--- src/rtl/io_rx_port.sv ---
// -----------------------------------------------------------------------------
// io_rx_port
//   Serial input port for the CPU bus. Receives 8N1 UART frames on rx and
//   queues the received bytes in a small FIFO. The head byte and a status byte
//   are presented combinationally to the bus mux.
//
// Ports
//   clk_out     in   1  gated CPU clock; all state changes on the rising edge
//   rst         in   1  asynchronous, active-high reset
//   rx          in   1  serial line, idle high, asynchronous to clk_out
//   rd_en       in   1  pop the head byte at this edge
//   stat_clr    in   1  clear the sticky overrun/frame_err flags at this edge
//   data_out    out  8  FIFO head byte, 8'h00 when the FIFO is empty
//   status_out  out  8  {4'b0, overrun, frame_err, full, not_empty}
//   not_empty   out  1  FIFO holds at least one byte
//   full        out  1  FIFO holds FIFO_DEPTH bytes
// -----------------------------------------------------------------------------
`timescale 1ns/1ps
module io_rx_port #(
    parameter int CLKS_PER_BIT = 16,   // even, >= 4
    parameter int FIFO_DEPTH   = 4     // power of 2, >= 2
) (
    input  logic       clk_out,
    input  logic       rst,
    input  logic       rx,
    input  logic       rd_en,
    input  logic       stat_clr,
    output logic [7:0] data_out,
    output logic [7:0] status_out,
    output logic       not_empty,
    output logic       full
);

    localparam int PTR_W = $clog2(FIFO_DEPTH);
    localparam int CNT_W = $clog2(CLKS_PER_BIT);

    localparam logic [CNT_W-1:0] BAUD_MID  = CNT_W'(CLKS_PER_BIT / 2 - 1);
    localparam logic [CNT_W-1:0] BAUD_LAST = CNT_W'(CLKS_PER_BIT - 1);
    localparam logic [PTR_W:0]   DEPTH_C   = (PTR_W + 1)'(FIFO_DEPTH);

    typedef enum logic [2:0] {
        IDLE,
        START,
        DATA,
        STOP,
        BRK      // line held low after a bad stop bit; wait for it to go high
    } state_t;

    state_t           state, next_state;
    logic             rx_meta, rxs;
    logic [CNT_W-1:0] baud_cnt;
    logic [2:0]       bit_cnt;
    logic [7:0]       shift;

    logic [7:0]       mem [FIFO_DEPTH];
    logic [PTR_W-1:0] wr_ptr, rd_ptr;
    logic [PTR_W:0]   count;
    logic             overrun, frame_err;

    logic mid_start, bit_end;
    logic sample_bit, push, frame_set, cnt_clr, cnt_run;
    logic do_push, do_pop, overrun_set;

    // Two-flop synchronizer; resets to the idle-high line level so a reset
    // never looks like a start bit.
    // NOTE: every clocked process uses non-blocking assignments so all flops
    // see pre-edge values regardless of process evaluation order.
    always_ff @(posedge clk_out or posedge rst) begin
        if (rst) begin
            rx_meta <= 1'b1;
            rxs     <= 1'b1;
        end else begin
            rx_meta <= rx;
            rxs     <= rx_meta;
        end
    end

    assign mid_start = (baud_cnt == BAUD_MID);
    assign bit_end   = (baud_cnt == BAUD_LAST);

    // ---------------- FSM: state register ----------------
    always_ff @(posedge clk_out or posedge rst) begin
        if (rst) state <= IDLE;
        else     state <= next_state;
    end

    // ---------------- FSM: next-state logic ----------------
    // NOTE: combinational blocks assign a default first so no path leaves a
    // signal unassigned, which would otherwise infer a latch.
    always_comb begin
        next_state = state;
        unique case (state)
            IDLE:  if (!rxs) next_state = START;
            START: if (mid_start) next_state = rxs ? IDLE : DATA;
            DATA:  if (bit_end && bit_cnt == 3'd7) next_state = STOP;
            STOP:  if (bit_end) next_state = rxs ? IDLE : BRK;
            BRK:   if (rxs) next_state = IDLE;
            default: next_state = IDLE;
        endcase
    end

    // ---------------- FSM: output decode ----------------
    always_comb begin
        sample_bit = (state == DATA) && bit_end;
        push       = (state == STOP) && bit_end && rxs;
        frame_set  = (state == STOP) && bit_end && !rxs;
        cnt_run    = (state == START) || (state == DATA) || (state == STOP);
        // Every state change starts the next phase from a zero baud count;
        // bit_end also restarts it between data bits.
        cnt_clr    = (next_state != state) || bit_end;
    end

    // ---------------- Receive datapath ----------------
    always_ff @(posedge clk_out or posedge rst) begin
        if (rst) begin
            baud_cnt <= '0;
            bit_cnt  <= '0;
            shift    <= '0;
        end else begin
            if (!cnt_run || cnt_clr) baud_cnt <= '0;
            else                     baud_cnt <= baud_cnt + 1'b1;

            if (state != DATA) bit_cnt <= '0;
            else if (bit_end)  bit_cnt <= bit_cnt + 1'b1;

            // LSB arrives first, so shift in from the top.
            if (sample_bit) shift <= {rxs, shift[7:1]};
        end
    end

    // ---------------- FIFO ----------------
    assign not_empty = (count != '0);
    assign full      = (count == DEPTH_C);

    // A pop on an empty FIFO is ignored; a push into a full FIFO only
    // succeeds when a pop frees the head slot on the same edge.
    assign do_pop      = rd_en && not_empty;
    assign do_push     = push && (!full || do_pop);
    assign overrun_set = push && full && !do_pop;

    always_ff @(posedge clk_out or posedge rst) begin
        if (rst) begin
            wr_ptr <= '0;
            rd_ptr <= '0;
            count  <= '0;
        end else begin
            if (do_push) wr_ptr <= wr_ptr + 1'b1;
            if (do_pop)  rd_ptr <= rd_ptr + 1'b1;
            case ({do_push, do_pop})
                2'b10:   count <= count + 1'b1;
                2'b01:   count <= count - 1'b1;
                default: count <= count;
            endcase
        end
    end

    // NOTE: storage is deliberately not reset; the pointers and count define
    // which entries are valid, and data_out is forced to zero when empty.
    always_ff @(posedge clk_out) begin
        if (do_push) mem[wr_ptr] <= shift;
    end

    // Sticky flags: a new error on the same edge as stat_clr wins.
    always_ff @(posedge clk_out or posedge rst) begin
        if (rst) begin
            overrun   <= 1'b0;
            frame_err <= 1'b0;
        end else begin
            overrun   <= overrun_set | (overrun   & ~stat_clr);
            frame_err <= frame_set   | (frame_err & ~stat_clr);
        end
    end

    assign data_out   = not_empty ? mem[rd_ptr] : 8'h00;
    assign status_out = {4'b0000, overrun, frame_err, full, not_empty};

endmodule
--- config.mk ---
export PLATFORM = sky130hd
export DESIGN_NAME = io_rx_port
export DESIGN_NICKNAME = d
export VERILOG_FILES = /design/src/rtl/io_rx_port.sv
export SDC_FILE = /design/constraint.sdc
export NUM_CORES = 1
export LEC_CHECK = 0
export BUFFER_PORTS_ARGS = -buffer_cell sky130_fd_sc_hd__buf_2
export CORE_MARGIN = 5
export CORE_UTILIZATION = 45
export DETAILED_ROUTE_END_ITERATION = 10
export PLACE_DENSITY = 0.66
export RECOVER_POWER = 50
export SLEW_MARGIN = 40
export SYNTH_ARGS = -nofsm -noshare
export SYNTH_HDL_FRONTEND = slang
export SYNTH_SLANG_ARGS = --single-unit
--- constraint.sdc ---
create_clock -name clk_out -period 2.1 [get_ports clk_out]
set_clock_uncertainty 0.15 [all_clocks]
set_input_delay 0.105 -clock clk_out [delete_from_list [all_inputs] [get_ports clk_out]]
set_output_delay 0.105 -clock clk_out [all_outputs]
set_load 0.03 [all_outputs]
==> results of run 1 <==
## layer usage
metal	GRT usage	wire length (um)	vias to the layer above
li1	-	-	723
met1	0.166	1980	708
met2	0.196	2070	26
met3	0.0423	206	2
met4	0.0669	23	0
met5	0	0	-
## placed cells by master, fill, tap and decap left out, drive strengths merged, types with 3 or more instances in the layout
| cell | netlist | layout |
|---|---|---|
| ha | 7 | 7 |
| and2 | 14 | 14 |
| conb | 1 | 4 |
| a21oi | 5 | 5 |
| nand3 | 3 | 3 |
| xnor2 | 6 | 6 |
| dfrtp | 27 | 27 |
| nand2 | 7 | 7 |
| nor2 | 8 | 8 |
| buf | 14 | 30 |
| mux4 | 8 | 8 |
| a311oi | 3 | 3 |
| edfxtp | 32 | 32 |
| dlygate4sd3 | 0 | 3 |
| clkbuf | 1 | 12 |
| o21ai | 4 | 4 |
| mux2 | 7 | 7 |
| clkinv | 0 | 4 |
| mux2i | 3 | 3 |
| inv | 8 | 9 |
## final cells by class
type | count | share of cell area
repair buffers | 36 | 0.0721
inverters | 8 | 0.00950
flip-flops and latches | 61 | 0.535
clock inverters | 7 | 0.0234
clock buffers | 9 | 0.0392
well taps | 75 | 0.0297
multi-input cells | 102 | 0.291
## how the worst min path moves through the flow
| stage | slack, ns | depth (start not counted) | end | startpoint |
|---|---|---|---|---|
| 2_1_floorplan | -0.04 | 0 | rx_meta | rx |
| 3_3_place_gp | 0.05 | 3 | shift[2] | rst |
| 3_5_place_dp | 0.05 | 3 | bit_cnt[1] | rst |
| 4_1_cts | 0.002 | 3 | overrun | rd_en |
| 5_1_grt | 0.03 | 3 | overrun | rd_en |
| 6_report | 0.02 | 3 | overrun | rd_en |
## power by group
group | internal, mW | leakage, nW | switching [mW]
sequential | 1.39 | 0.698 | 0.166
combinational | 0.524 | 0.539 | 0.689
clock | 0.551 | 0.0996 | 0.470
## through the flow
stage / utilization / setup WS [ns]
final: 0.534 / 0.104
after global routing: 0.534 / 0.00514
after CTS: 0.534 / 0.0683
after detailed placement: 0.496 / 0.131
after global placement: 0.496 / 0.160
after floorplan: - / 0.0774
## tightest hold or removal path: cells and delay by family
family                 cells  cell delay [ns]
AOI/OAI and AO/OA          1             0.17
buffers and inverters      1             0.11
and+or+nand+nor            1             0.07
## cell families after synthesis
family / share of synthesized area
DFF: 0.619
and+or+nand+nor: 0.118
buffers and inverters: 0.0477
AOI/OAI and AO/OA: 0.0463
muxes: 0.106
adders and majority gates: 0.0394
xor gates and xnor gates: 0.0225
other: 0.00137
## registers in the layout, indices dropped and copies added (netlist names)
signal,flops
baud_cnt,4
shift,8
overrun,1
frame_err,1
mem,32
rx_meta,1
rxs,1
rd_ptr,2
wr_ptr,2
count,3
state,3
bit_cnt,3
## repair_timing
item,4_1_cts,5_1_grt
setup buffers,0,0
endpoints found under the setup margin,0,0
endpoints found under the hold margin,32,0
hold buffers,3,0
==> metrics.txt, run 1 <==
outcome=complete, no violations; area of the multi-input gates=921 um2; period utilization=0.951; worst reg2reg path endpoint=count[2]; Pwr Total=3.79 mW; CP delay by family, top=multiplexers; P per Cell Area=1200 nW/um2; CTS root buffer=clkbuf_8; Setup crit end kind=output pin; Post-Layout Cell Count=298; #FFs+latches synth=61; first-pass GRT wire length=7190 um; Fin Setup TNS=0 ns; Synth Flop Type=edfxtp_1; top cells by area, synth=edfxtp_1 35%, dfrtp_1 25%, mux4_2 6.6%, and2_1 3.2%, ha_1 3.2%; Fill cells=496; WL/cell=14.3 um; PostCTS Resize Cnt=0; Vias=1459; CTS buffer count=9; top cells by count, synth=32 x edfxtp_1, 27 x dfrtp_1, 14 x and2_1; fraction of registers with async set or reset after synthesis=0.475; clock sink count=61; vias per cell=4.90; maxcap violations=0; Placed Cells=279; Post-Synthesis Cell Area=2730 um2; Slew @ Worst Pin=0.716 ns; syn_area_per_cell=14.9 um2; placed instance area=2940 um2; post-synth top area cell=edfxtp_1; Ports=23; share of layout cells above drive strength 1=0.318; DR pass1 iterations=4; Slew headroom=0.523; max frequency=501 MHz; post-DP HPWL=3030 um; Routed Antenna Nets=0; Crit path arrival time=1.74 ns; worst min path class=in2reg; CP max stage cell=mux4_2; Worst path max stage delay=0.53 ns; register area=1690 um2; CTS H-tree depth=3; Hold WS=0.0168 ns; WL final=4280 um; RSZ-0062 raised after global routing=false; worst r2r src=baud_cnt[0]; top-count cell post-synth=edfxtp_1; worst setup path endpoint=data_out[4]; sequential area share after synthesis=0.619; CP Launch Point=rd_ptr[0]; critical-path cell list=buf_4 -> mux4_2 -> and2_1 -> buf_2; clock transition at the registers of the reported paths=0.07 ns; Core ar.=5920 um2; Final Setup Violations=0; vias in the first global route=1493; Worst Path Max Fanout=10; R2R setup slack=0.11 ns; initial DRC count=46; design area=3160 um2; gpl congestion=0.697; final hold viol count=0; Max Root-Sink Buffers=2; die width=87.9 um; Crit Path Class=reg2out; Critical Path RT=1.85 ns; Leak Pwr=1.34 nW; largest net degree at the start of global routing=30; Post-Synthesis Cells=183; Std-Cell Rows=28; Post-synth EDFFs=32; Peak VDD IR=0.718 mV; # diodes=0; Yosys top cell area share=0.352; Final nets=231; I/O Buffers=18; min cycle time layout=2.00 ns; Startpoint Class=flip-flop; Crit path depth=4; total track usage=0.129; Yosys warnings=0; Die Ht=87.9 um; Reg2Reg Depth=8; die footprint=7720 um2; Initial Utilization=0.461; DRC=0; CTS tree=built; Pins Over Slew Limit=0; global route total overflow=0; Area Overhead vs Synth=15.8%; clock latency on the worst-skew pair=0.34 ns; crit path buf inv count=2; antenna violations before repair=0; Yosys cell types=44
Note: power is estimated with default switching activity, not from simulation.
==> inputs of run 2 (changes only) <==
--- a/config.mk
+++ b/config.mk
@@ -6,10 +6,11 @@
 export NUM_CORES = 1
 export LEC_CHECK = 0
 export BUFFER_PORTS_ARGS = -buffer_cell sky130_fd_sc_hd__buf_2
+export CORE_ASPECT_RATIO = 1.5
 export CORE_MARGIN = 5
-export CORE_UTILIZATION = 45
+export CORE_UTILIZATION = 59
 export DETAILED_ROUTE_END_ITERATION = 10
-export PLACE_DENSITY = 0.66
+export PLACE_DENSITY = 0.82
 export RECOVER_POWER = 50
 export SLEW_MARGIN = 40
 export SYNTH_ARGS = -nofsm -noshare
==> run 2 against run 1 <==
Worst setup slack better by 0.0069 ns. Via count is 1.3% higher. Fmax is 0.35% higher. Clock-buffer cell count stayed put. Sequential power hardly changed. Utilization is 14 points higher. Routed wire length is 1.6% lower. Flip-flop and latch count stayed put. Critical path depth is 4 higher. First-iteration DRC count is 30% lower. Clock power is 8% lower. Cell count is 12% lower. Critical endpoint is now count[2]. Highest routed layer unchanged.
==> metrics.txt, run 2 (synthesized netlist as in run 1, its figures left out) <==
outcome=complete, no violations; gpl congestion=0.888; Peak VDD IR=0.813 mV; CP delay by family, top=adder cells; Vias=1478; slack of the critical path=0.111 ns; min cycle time layout=1.99 ns; vias per cell=5.64; Reg2Reg Depth=8; share of layout cells above drive strength 1=0.271; DRC=0; Pins Over Slew Limit=0; antenna violations before repair=0; WL final=4210 um; total track usage=0.157; Slew headroom=0.516; final hold viol count=0; Startpoint Class=flip-flop; CTS root buffer=clkbuf_8; hold path startpoint=rd_en; Setup WS pre-CTS=-0.00553 ns; max reg flops=32; die width=65.5 um; CP max stage cell=dfrtp_1; design area=3050 um2; Hold WS=0.0408 ns; Top reg by flops=mem; Die Ht=93.3 um; hold-critical path depth=3; Pwr Total=3.75 mW; Setup crit end kind=flip-flop; placed instance area=2840 um2; worst reg2reg path endpoint=count[2]; Leak Pwr=1.27 nW; critical-path cell list=ha_4 -> nand4_4 -> or2_1 -> nand2_1 -> fa_1 -> nand3_1 -> a2bb2oi_2 -> xnor2_1; clock transition at the registers of the reported paths=0.06 ns; R2R setup slack=0.11 ns; Crit Path Class=reg2reg; max frequency=503 MHz; Area Overhead vs Synth=11.8%; Routed Antenna Nets=0; Slew @ Worst Pin=0.722 ns; maxcap violations=0; Worst path max stage delay=0.42 ns; period utilization=0.947; Final nets=223; vias in the first global route=1553; clock sink count=61; Initial Utilization=0.606; P per Cell Area=1230 nW/um2; worst min path class=in2reg; DR pass1 iterations=4; worst r2r src=baud_cnt[0]; die footprint=6110 um2; crit path buf inv count=0; Fin Setup TNS=0 ns; WL/cell=16.0 um; Post-CTS Setup Bufs=0; CTS tree=built; Std-Cell Rows=30; Final Setup Violations=0; Worst Path Max Fanout=5; Core ar.=4500 um2; global route total overflow=0; Hold Path End=overrun; Ports=23; commonest non-fill, non-tap cell in the layout=edfxtp_1; Largest regs=mem: 32 flops, shift: 8 flops, baud_cnt: 4 flops; Max Root-Sink Buffers=2; Critical Path RT=2.20 ns; CTS buffer count=9; # diodes=0; largest net degree at the start of global routing=22; I/O Buffers=18; RSZ-0062 raised after global routing=false; first-pass GRT wire length=7090 um; most frequent cells in the layout=32 x edfxtp_1, 27 x dfrtp_1, 16 x buf_2; Crit path arrival time=2.09 ns; post-DP HPWL=3110 um; CTS H-tree depth=3; clock latency on the worst-skew pair=0.33 ns; initial DRC count=32
-- run 2: cell types whose count changed in the layout (fill, tap and decap cells not counted), moves of 2 or more --
cell / previous run / this run
clkbuf_1: 2 / 5
clkinv_4: 2 / 0
buf_4: 14 / 4
clkinv_1: 0 / 3
-- run 2: worst max path at each step --
stage	from	to	slack [ns]	cells past startpoint
after floorplan	count[1]	count[0]	0.08	4
after global placement	baud_cnt[0]	count[2]	0.12	8
after detailed placement	baud_cnt[0]	count[2]	-0.006	8
after CTS	baud_cnt[0]	count[2]	0.06	8
after global routing	baud_cnt[0]	count[2]	0.002	8
final	baud_cnt[0]	count[2]	0.11	8
-- run 2: layout make-up --
type / count / area, um2
timing repair buffer: 28 / 159
sequential: 61 / 1690
fill: 303 / 1450
clock buffer: 9 / 124
tap: 48 / 60.1
multi-input combinational: 102 / 933
clock inverter: 6 / 55.1
inverter: 8 / 30.0
-- run 2: per-stage QoR --
step           utilization  std cells
6_report             0.677        262
3_3_place_gp         0.631        244
4_1_cts              0.678        262
5_1_grt              0.677        262
2_1_floorplan            -        186
3_5_place_dp         0.631        244
-- run 2: layer usage --
layer	up-vias	wire length, um	global-route usage
met4	0	98	0.0830
met5	-	0	0
met3	9	161	0.0481
li1	701	-	-
met2	39	2370	0.270
met1	729	1580	0.170
-- run 2: repair_timing --
item,4_1_cts,5_1_grt
hold buffers,3,0
resized for setup,1,1
setup endpoints to repair,1,1
endpoints found under the hold margin,20,0
-- run 2: where the power goes --
part / internal, mW / total, mW / switching, mW
logic: 0.532 / 1.25 / 0.713
clock network: 0.528 / 0.938 / 0.410
registers: 1.39 / 1.57 / 0.177
total: 2.45 / 3.75 / 1.30
-- run 2: worst min-delay path, delay by kind of cell --
kind	cells	cell delay, ns
AND/OR/NAND/NOR	1	0.07
buffers and inverters	1	0.12
AO/OA/AOI/OAI	1	0.18
==> inputs of run 3 (changes only) <==
--- a/config.mk
+++ b/config.mk
@@ -5,12 +5,11 @@
 export SDC_FILE = /design/constraint.sdc
 export NUM_CORES = 1
 export LEC_CHECK = 0
-export BUFFER_PORTS_ARGS = -buffer_cell sky130_fd_sc_hd__buf_2
 export CORE_ASPECT_RATIO = 1.5
-export CORE_MARGIN = 5
-export CORE_UTILIZATION = 59
+export CORE_UTILIZATION = 56
 export DETAILED_ROUTE_END_ITERATION = 10
-export PLACE_DENSITY = 0.82
+export DONT_BUFFER_PORTS = 1
+export PLACE_DENSITY = 0.77
 export RECOVER_POWER = 50
 export SLEW_MARGIN = 40
 export SYNTH_ARGS = -nofsm -noshare
==> constraint.sdc (replaced) <==
create_clock -name clk_out -period 1.8 [get_ports clk_out]
set_clock_uncertainty 0.15 [all_clocks]
set_input_delay 0.09 -clock clk_out [delete_from_list [all_inputs] [get_ports clk_out]]
set_output_delay 0.09 -clock clk_out [all_outputs]
set_load 0.03 [all_outputs]
==> run 3 against run 2 <==
The run now ends with negative setup slack left. Clock-buffer cell count did not move. First-iteration DRC count rose by 63%. Routed wire length rose by 15%. Cell count rose by 6.9%. Highest routed layer unchanged. Utilization rose by 3.9 points. Via count rose by 3.7%. Register-to-register slack got worse by 0.15 ns. Critical path depth did not move. Hold slack improved by 0.11 ns. Sequential power rose by 17%. Die area fell by 16%.
==> metrics.txt, run 3 (synthesized netlist as in run 1, its figures left out) <==
outcome=finished with violations; failing checks=negative setup slack; sw frac=0.330; Internal=3.39 mW; worst r2r src=baud_cnt[0]; first-pass GRT wire length=7870 um; Pins Over Slew Limit=0; Vias=1532; Setup crit end kind=flip-flop; Ports=23; Final nets=224; Largest regs=mem: 32 flops, shift: 8 flops, baud_cnt: 4 flops; I/O Buffers=0; Die Ht=87.5 um; Leak Pwr=1.38 nW; post-DP HPWL=3310 um; CTS tree=built; Worst Path Max Fanout=3; WL final=4830 um; global route total overflow=0; largest net degree at the start of global routing=30; Routed Antenna Nets=0; Slew headroom=0.528; total track usage=0.223; hold path startpoint=rx; combinational share of power=0.347; initial DRC count=52; DR pass1 iterations=4; share of layout cells above drive strength 1=0.398; Initial Utilization=0.591; share of total power in the clock network=0.293; Reg2Reg Depth=8; hold-critical path depth=1; Core ar.=4620 um2; CP Launch Point=baud_cnt[0]; final hold viol count=0; period utilization=1.02; Net Sw Power=1.67 mW; clock sink count=61; worst min path class=in2reg; register share of total power=0.361; Final Setup Violations=4; die footprint=5160 um2; Max Root-Sink Buffers=2; Std-Cell Rows=30; commonest non-fill, non-tap cell in the layout=edfxtp_1; P per Cell Area=1530 nW/um2; worst reg2reg path endpoint=count[2]; gpl congestion=0.833; antenna violations before repair=0; CTS H-tree depth=3; max reg flops=32; Pwr Total=5.06 mW; Setup WS pre-CTS=-0.0334 ns; Startpoint Class=flip-flop; Crit Path Class=reg2reg; Peak VDD IR=0.840 mV; R2R setup slack=-0.04 ns; Slew @ Worst Pin=0.708 ns; Critical Path RT=1.91 ns; Hold Path End=rx_meta; Area Overhead vs Synth=21.1%; DRC=0; RSZ-0062 raised after global routing=true; most frequent cells in the layout=32 x edfxtp_1, 27 x dfrtp_1, 20 x buf_4; slack of the critical path=-0.0434 ns; min cycle time layout=1.84 ns; max frequency=542 MHz; vias in the first global route=1631; # diodes=0; maxcap violations=0; clock transition at the registers of the reported paths=0.07 ns; die width=59.0 um; CTS buffer count=9; Top reg by flops=mem; WL/cell=17.2 um; CTS root buffer=clkbuf_8; Crit path arrival time=1.96 ns; clock latency on the worst-skew pair=0.33 ns; vias per cell=5.47
-- run 3: how the worst max path moves through the flow --
stage	endpoint	cells past startpoint
after floorplan	count[2]	8
after global placement	mem[1][2]	6
after detailed placement	count[2]	8
after CTS	count[2]	8
after global routing	count[2]	8
final	count[2]	8
-- run 3: cell type report --
class	count	area (um2)
Sequential cell	61	1690
Fill cell	305	1310
Multi-Input combinational cell	102	992
Timing Repair Buffer	29	267
Clock buffer	9	124
Clock inverter	7	124
Tap cell	64	80.1
Inverter	8	30.0
-- run 3: power groups by stage --
stage / Sequential, mW / Combinational [mW] / Clock (mW)
after floorplan: 1.77 / 1.25 / 0
after global placement: 1.83 / 1.46 / 0
after detailed placement: 1.85 / 1.53 / 0
after CTS: 1.83 / 1.71 / 1.52
after global routing: 1.85 / 1.88 / 1.57
final: 1.83 / 1.76 / 1.48
-- run 3: what timing repair did --
item / CTS / global route
resized for setup: 23 / 4
setup buffers: 2 / 2
hold buffers: 4 / 0
setup endpoints to repair: 44 / 47
gates cloned: 0 / 0
hold endpoints to repair: 34 / 0
pin swaps: 1 / 6
-- run 3: metrics by stage --
stage / hold WS, ns / setup TNS (ns) / utilization / cells / instance area [um2]
6_report: 0.152 / -0.0540 / 0.716 / 280 / 3310
3_5_place_dp: -0.0725 / -0.651 / 0.644 / 258 / 2980
3_3_place_gp: -0.0846 / 0 / 0.644 / 258 / 2980
5_1_grt: 0.139 / -1.14 / 0.716 / 280 / 3310
2_1_floorplan: -0.0555 / 0 / - / 186 / 2760
4_1_cts: 0.103 / -0.311 / 0.719 / 280 / 3320
-- run 3: worst max-delay path, cell delays in order, from the launching register on --
cell,delay (ns)
dfrtp_1,0.42
ha_4,0.19
nand4_4,0.07
or2_4,0.13
nand2_2,0.05
fa_2,0.38
nand3_2,0.09
a2bb2oi_2,0.18
xnor2_1,0.13
-- run 3: routing by layer --
metal  global-route usage  routed length (um)
met1                0.226                1720
met2                0.384                2750
met3               0.0684                 180
met4                0.145                 178
met5                    0                   0
